File: config.mk
export PLATFORM = sky130hd
export DESIGN_NAME = ls259
export DESIGN_NICKNAME = d
export VERILOG_FILES = /design/src/rtl/ttl_pkg.sv /design/src/rtl/ls259_dec.sv /design/src/rtl/ls259.sv
export SDC_FILE = /design/constraint.sdc
export NUM_CORES = 1
export LEC_CHECK = 0
export ABC_AREA = 0
export CAP_MARGIN = 0
export CORE_AREA = 3 3 40 42
export CTS_CLUSTER_DIAMETER = 150
export CTS_CLUSTER_SIZE = 16
export DETAILED_ROUTE_END_ITERATION = 6
export DIE_AREA = 0 0 43 45
export DONT_BUFFER_PORTS = 1
export SYNTH_ARGS = -nofsm -noshare
export SYNTH_HDL_FRONTEND = slang
export SYNTH_SLANG_ARGS = --single-unit
File: constraint.sdc
create_clock -name clk -period 0.8 [get_ports clk]
set_input_delay 0.16 -clock clk [delete_from_list [all_inputs] [get_ports clk]]
set_output_delay 0.16 -clock clk [all_outputs]
set_load 0.01 [all_outputs]
File: src/rtl/ttl_pkg.sv
// Shared definitions for the TTL-recreation addressable/decoder parts.
// Mode encodings are indexed as {_clr, _g}.
package ttl_pkg;

  typedef enum logic [1:0] {
    MODE_DEMUX = 2'b00,
    MODE_CLEAR = 2'b01,
    MODE_LATCH = 2'b10,
    MODE_MEM   = 2'b11
  } mode_e;

endpackage

File: src/rtl/ls259_dec.sv
// Combinational 3-to-8 one-hot address decoder with enable.
// Produces the per-bit write strobes for the ls259 register bank.
module ls259_dec (
  input  logic       en,
  input  logic [2:0] sel,
  output logic [7:0] strobe
);

  always_comb begin
    strobe = '0;
    if (en) strobe[sel] = 1'b1;
  end

endmodule

File: src/rtl/ls259.sv
// Clocked model of the 74LS259 8-bit addressable latch: one data bit is
// steered into one of eight registered outputs, with demux and clear modes.
module ls259 import ttl_pkg::*; #(
  parameter logic [7:0] RESET_VALUE = 8'h00
) (
  input  logic clk,
  input  logic reset,
  input  logic _g,
  input  logic _clr,
  input  logic sel_a,
  input  logic sel_b,
  input  logic sel_c,
  input  logic d,
  output logic q0,
  output logic q1,
  output logic q2,
  output logic q3,
  output logic q4,
  output logic q5,
  output logic q6,
  output logic q7
);

  logic [7:0] q;
  logic [7:0] q_next;
  logic [7:0] strobe;
  mode_e      mode;

  assign mode = mode_e'({_clr, _g});

  // Strobes are only needed in the two modes with _g low (latch and demux).
  ls259_dec u_dec (
    .en     (~_g),
    .sel    ({sel_c, sel_b, sel_a}),
    .strobe (strobe)
  );

  always_comb begin
    q_next = q;
    case (mode)
      MODE_LATCH: q_next = (q & ~strobe) | (strobe & {8{d}});
      MODE_MEM:   q_next = q;
      MODE_DEMUX: q_next = strobe & {8{d}};
      MODE_CLEAR: q_next = '0;
      default:    q_next = q;
    endcase
  end

  always_ff @(posedge clk or posedge reset) begin
    if (reset) q <= RESET_VALUE;
    else       q <= q_next;
  end

  assign {q7, q6, q5, q4, q3, q2, q1, q0} = q;

endmodule
==> impl_results.html <==
<table>
<tr><th>Metric</th><th>Value</th></tr>
<tr><th colspan="2">Run status</th></tr>
<tr><td>Run status</td><td>complete, but fails checks</td></tr>
<tr><td>Violations in the final reports</td><td>setup timing</td></tr>
<tr><th colspan="2">Layout</th></tr>
<tr><td>Layout Cells excl Fill</td><td>between 50 and 60</td></tr>
<tr><td>Fill count</td><td>127</td></tr>
<tr><td>Ratio of cells with drive above 1 in the final layout</td><td>0.0789</td></tr>
<tr><td>Area of the multi-input gates</td><td>189 um^2</td></tr>
<tr><td>Nets</td><td>48</td></tr>
<tr><td>Most frequent cells in the layout</td><td>8 x sky130_fd_sc_hd__nand2_1, 8 x sky130_fd_sc_hd__mux2i_1, 8 x sky130_fd_sc_hd__dfrtp_1</td></tr>
<tr><td>N_diodes</td><td>0</td></tr>
<tr><td>Final standard cell area without fillers</td><td>448 um^2</td></tr>
<tr><td>Area Growth Syn to Fin</td><td>11.9%</td></tr>
<tr><td>Combined flip-flop and latch cell area</td><td>200 um^2</td></tr>
<tr><th colspan="2">CTS</th></tr>
<tr><td>Worst-Skew Late Latency</td><td>0.24 ns</td></tr>
<tr><td>Maximum buffer depth of the clock tree</td><td>2</td></tr>
<tr><td>Clock Tree Root</td><td>sky130_fd_sc_hd__clkbuf_4</td></tr>
<tr><td>TritonCTS clock tree</td><td>built</td></tr>
<tr><td>Number of CTS-inserted buffers</td><td>3</td></tr>
<tr><td>Post-CTS Setup Bufs</td><td>0</td></tr>
<tr><td>Clock slew seen by the registers of the worst setup and hold paths</td><td>0.05 ns</td></tr>
<tr><td>Post-cts gate resize count</td><td>0</td></tr>
<tr><td>Clk sinks</td><td>8</td></tr>
<tr><td>H-tree levels</td><td>1</td></tr>
<tr><th colspan="2">Pwr</th></tr>
<tr><td>Net Switching</td><td>0.000162 W</td></tr>
<tr><td>Cell leakage power</td><td>about 0.2 nW</td></tr>
<tr><td>Fraction of power consumed by the clock network</td><td>0.374</td></tr>
<tr><td>Worst vdd ir</td><td>0.578 mV</td></tr>
<tr><td>Cell Int Power</td><td>approximately 0.0006 W</td></tr>
<tr><td>Sw Ratio</td><td>0.208</td></tr>
<tr><td>Power density cells</td><td>1740 nW/um^2</td></tr>
<tr><td>Relative contribution of sequential cells to total power</td><td>0.560</td></tr>
<tr><td>Combinational group share of total power</td><td>0.066</td></tr>
<tr><th colspan="2">Drt</th></tr>
<tr><td>Iteration-0 DRC Markers</td><td>1</td></tr>
<tr><td>Post-DRT Antenna Nets</td><td>0</td></tr>
<tr><td>Remaining design rule violation count</td><td>0</td></tr>
<tr><td>Vias per inst</td><td>around 5.1</td></tr>
<tr><td>Routed len/inst</td><td>15.8 um</td></tr>
<tr><td>Wirelength, routed</td><td>roughly 840 um</td></tr>
<tr><td>Count of TritonRoute iterations in the first routing pass</td><td>2</td></tr>
<tr><td>Via count of the routed design</td><td>272</td></tr>
<tr><th colspan="2">Yosys</th></tr>
<tr><td>Number of warning messages in the yosys log</td><td>0</td></tr>
<tr><td>Seq/Total Area, Yosys</td><td>0.500</td></tr>
<tr><td>Seq cells post-synth</td><td>8</td></tr>
<tr><td>Average cell area after synthesis</td><td>11.4 um^2</td></tr>
<tr><td>Syn_nets</td><td>43</td></tr>
<tr><td>Combined area of all synthesized cells</td><td>approximately 400 um^2</td></tr>
<tr><td>Cell count after synthesis</td><td>35</td></tr>
<tr><td>Unique masters post-synth</td><td>9</td></tr>
<tr><th colspan="2">Setup path</th></tr>
<tr><td>Setup slack of the worst register-to-register path</td><td>0.09 ns</td></tr>
<tr><td>CP Depth</td><td>0</td></tr>
<tr><td>Crit start category</td><td>register</td></tr>
<tr><td>Critical path arrival</td><td>0.67 ns</td></tr>
<tr><td>Kind of capture point of the worst setup path</td><td>output pin</td></tr>
<tr><td>Class of the most critical setup path</td><td>register to output pin</td></tr>
<tr><td>Path depth of the worst reg2reg path</td><td>2</td></tr>
<tr><td>Crit-path max FO</td><td>2</td></tr>
<tr><td>Worst path required time</td><td>0.64 ns</td></tr>
<tr><th colspan="2">STA</th></tr>
<tr><td>Transition at the pin with the smallest max-transition slack</td><td>0.429 ns</td></tr>
<tr><td>Worst-case setup margin in the final layout</td><td>-0.0273 ns</td></tr>
<tr><td>Clock skew</td><td>0 ns</td></tr>
<tr><td>Worst slew margin relative to its limit</td><td>0.710</td></tr>
<tr><td>Final period utilization</td><td>1.03</td></tr>
<tr><td>RSZ-0062 raised after global routing</td><td>true</td></tr>
<tr><td>Post-layout min period</td><td>0.827 ns</td></tr>
<tr><td>Final count of hold timing violations</td><td>0</td></tr>
<tr><td>Final max-slew violation count</td><td>0</td></tr>
<tr><td>Max Fclk</td><td>around 1200 MHz</td></tr>
<tr><td>Number of failing setup endpoints in the final timing report</td><td>8</td></tr>
<tr><th colspan="2">Floorplan</th></tr>
<tr><td>Io pins</td><td>16</td></tr>
<tr><td>Std-Cell Rows</td><td>13</td></tr>
<tr><td>Initial Util</td><td>0.312</td></tr>
<tr><td>Core Area</td><td>1280 um^2</td></tr>
<tr><td>X dimension of the die</td><td>43 um</td></tr>
<tr><td>Die ar.</td><td>slightly below 2000 um^2</td></tr>
<tr><td>Chip height</td><td>45 um</td></tr>
<tr><th colspan="2">Placement</th></tr>
<tr><td>Port bufs</td><td>0</td></tr>
<tr><td>Area of placed instances</td><td>~420 um^2</td></tr>
<tr><td># placed instances</td><td>49</td></tr>
<tr><td>GPL Wtd Cong</td><td>0.657</td></tr>
<tr><td>Worst slack at placement</td><td>-0.103 ns</td></tr>
<tr><th colspan="2">Flow run</th></tr>
<tr><td>Count of maximum capacitance violations</td><td>0</td></tr>
<tr><th colspan="2">Hold path</th></tr>
<tr><td>Number of cells on the worst hold path</td><td>2</td></tr>
<tr><td>Worst min-delay path category</td><td>input port to register</td></tr>
<tr><td>Start point of the worst min-delay path</td><td>_clr</td></tr>
<tr><th colspan="2">Global routing</th></tr>
<tr><td>Maximum number of pins on one net before global-route repair</td><td>9</td></tr>
<tr><td>Number of global-route vias before repair</td><td>approximately 280</td></tr>
<tr><td>Antenna violations before repair</td><td>0</td></tr>
<tr><td>Total overflow reported by the global router</td><td>0</td></tr>
<tr><td>Global-route wire length before repair</td><td>1360 um</td></tr>
<tr><td>Global router's overall resource usage</td><td>0.101</td></tr>
</table>
==> power groups by stage <==
stage / Clock [W] / Combinational, W / Sequential (W)
2_1_floorplan: 0 / 0.0000459 / 0.000440
3_3_place_gp: 0 / 0.0000485 / 0.000444
3_5_place_dp: 0 / 0.0000491 / 0.000444
4_1_cts: 0.000312 / 0.0000531 / 0.000437
5_1_grt: 0.000342 / 0.0000584 / 0.000438
6_report: 0.000291 / 0.0000514 / 0.000437
==> cells in the mapped netlist <==
master                     instances  share of area
sky130_fd_sc_hd__dfrtp_1           8           0.50
sky130_fd_sc_hd__mux2i_1           8           0.20
sky130_fd_sc_hd__nand2_1           8          0.075
sky130_fd_sc_hd__and4bb_1          3          0.094
sky130_fd_sc_hd__nor4b_1           3          0.066
sky130_fd_sc_hd__inv_1             2          0.019
sky130_fd_sc_hd__clkbuf_1          1         0.0094
sky130_fd_sc_hd__nand4b_1          1          0.022
sky130_fd_sc_hd__nor4_1            1          0.016
==> how the worst max path moves through the flow <==
stage,start,end
after global routing,register,q1
after CTS,register,q1
after detailed placement,_g,register
after floorplan,_g,register
final,register,q1
after global placement,_g,register
==> routing by layer <==
metal,wire length [um],vias to the layer above,share of wire,GRT usage
met4,12,0,0.014,0.0723
met3,103,2,0.12,0.0677
li1,-,133,-,-
met1,367,127,0.44,0.104
met2,355,10,0.42,0.147
met5,0,-,0,0
==> per-stage QoR <==
stage	power (W)	hold slack, ns	utilization	TNS, ns
finish	0.000779	0.0564	0.349	-0.131
global route	0.000839	0.0462	0.349	-0.403
CTS	0.000802	0.0441	0.349	-0.248
detailed placement	0.000493	0.0212	0.323	-0.233
global placement	0.000492	0.0165	0.323	-0.189
floorplan	0.000486	-0.0243	-	0
==> cell families (layout without fill, tap and decap cells) <==
| group | after synthesis | in the layout | share of synthesized area |
|---|---|---|---|
| flops | 8 | 8 | 0.500 |
| simple gates | 16 | 16 | 0.272 |
| buf+inv | 3 | 6 | 0.0281 |
| mux | 8 | 8 | 0.200 |
==> layout make-up <==
class                           count  share of cell area
Sequential cell                     8               0.447
Multi-Input combinational cell     24               0.422
Clock buffer                        3              0.0503
Tap cell                           15              0.0419
Timing Repair Buffer                1              0.0223
Inverter                            2              0.0168
==> repair_timing <==
action / in CTS / in global routing
endpoints found under the hold margin: 8 / 0
hold buffers: 1 / 0
pin swaps: 0 / 0
setup endpoints to repair: 8 / 8
Power figures use the tool's default switching activity.
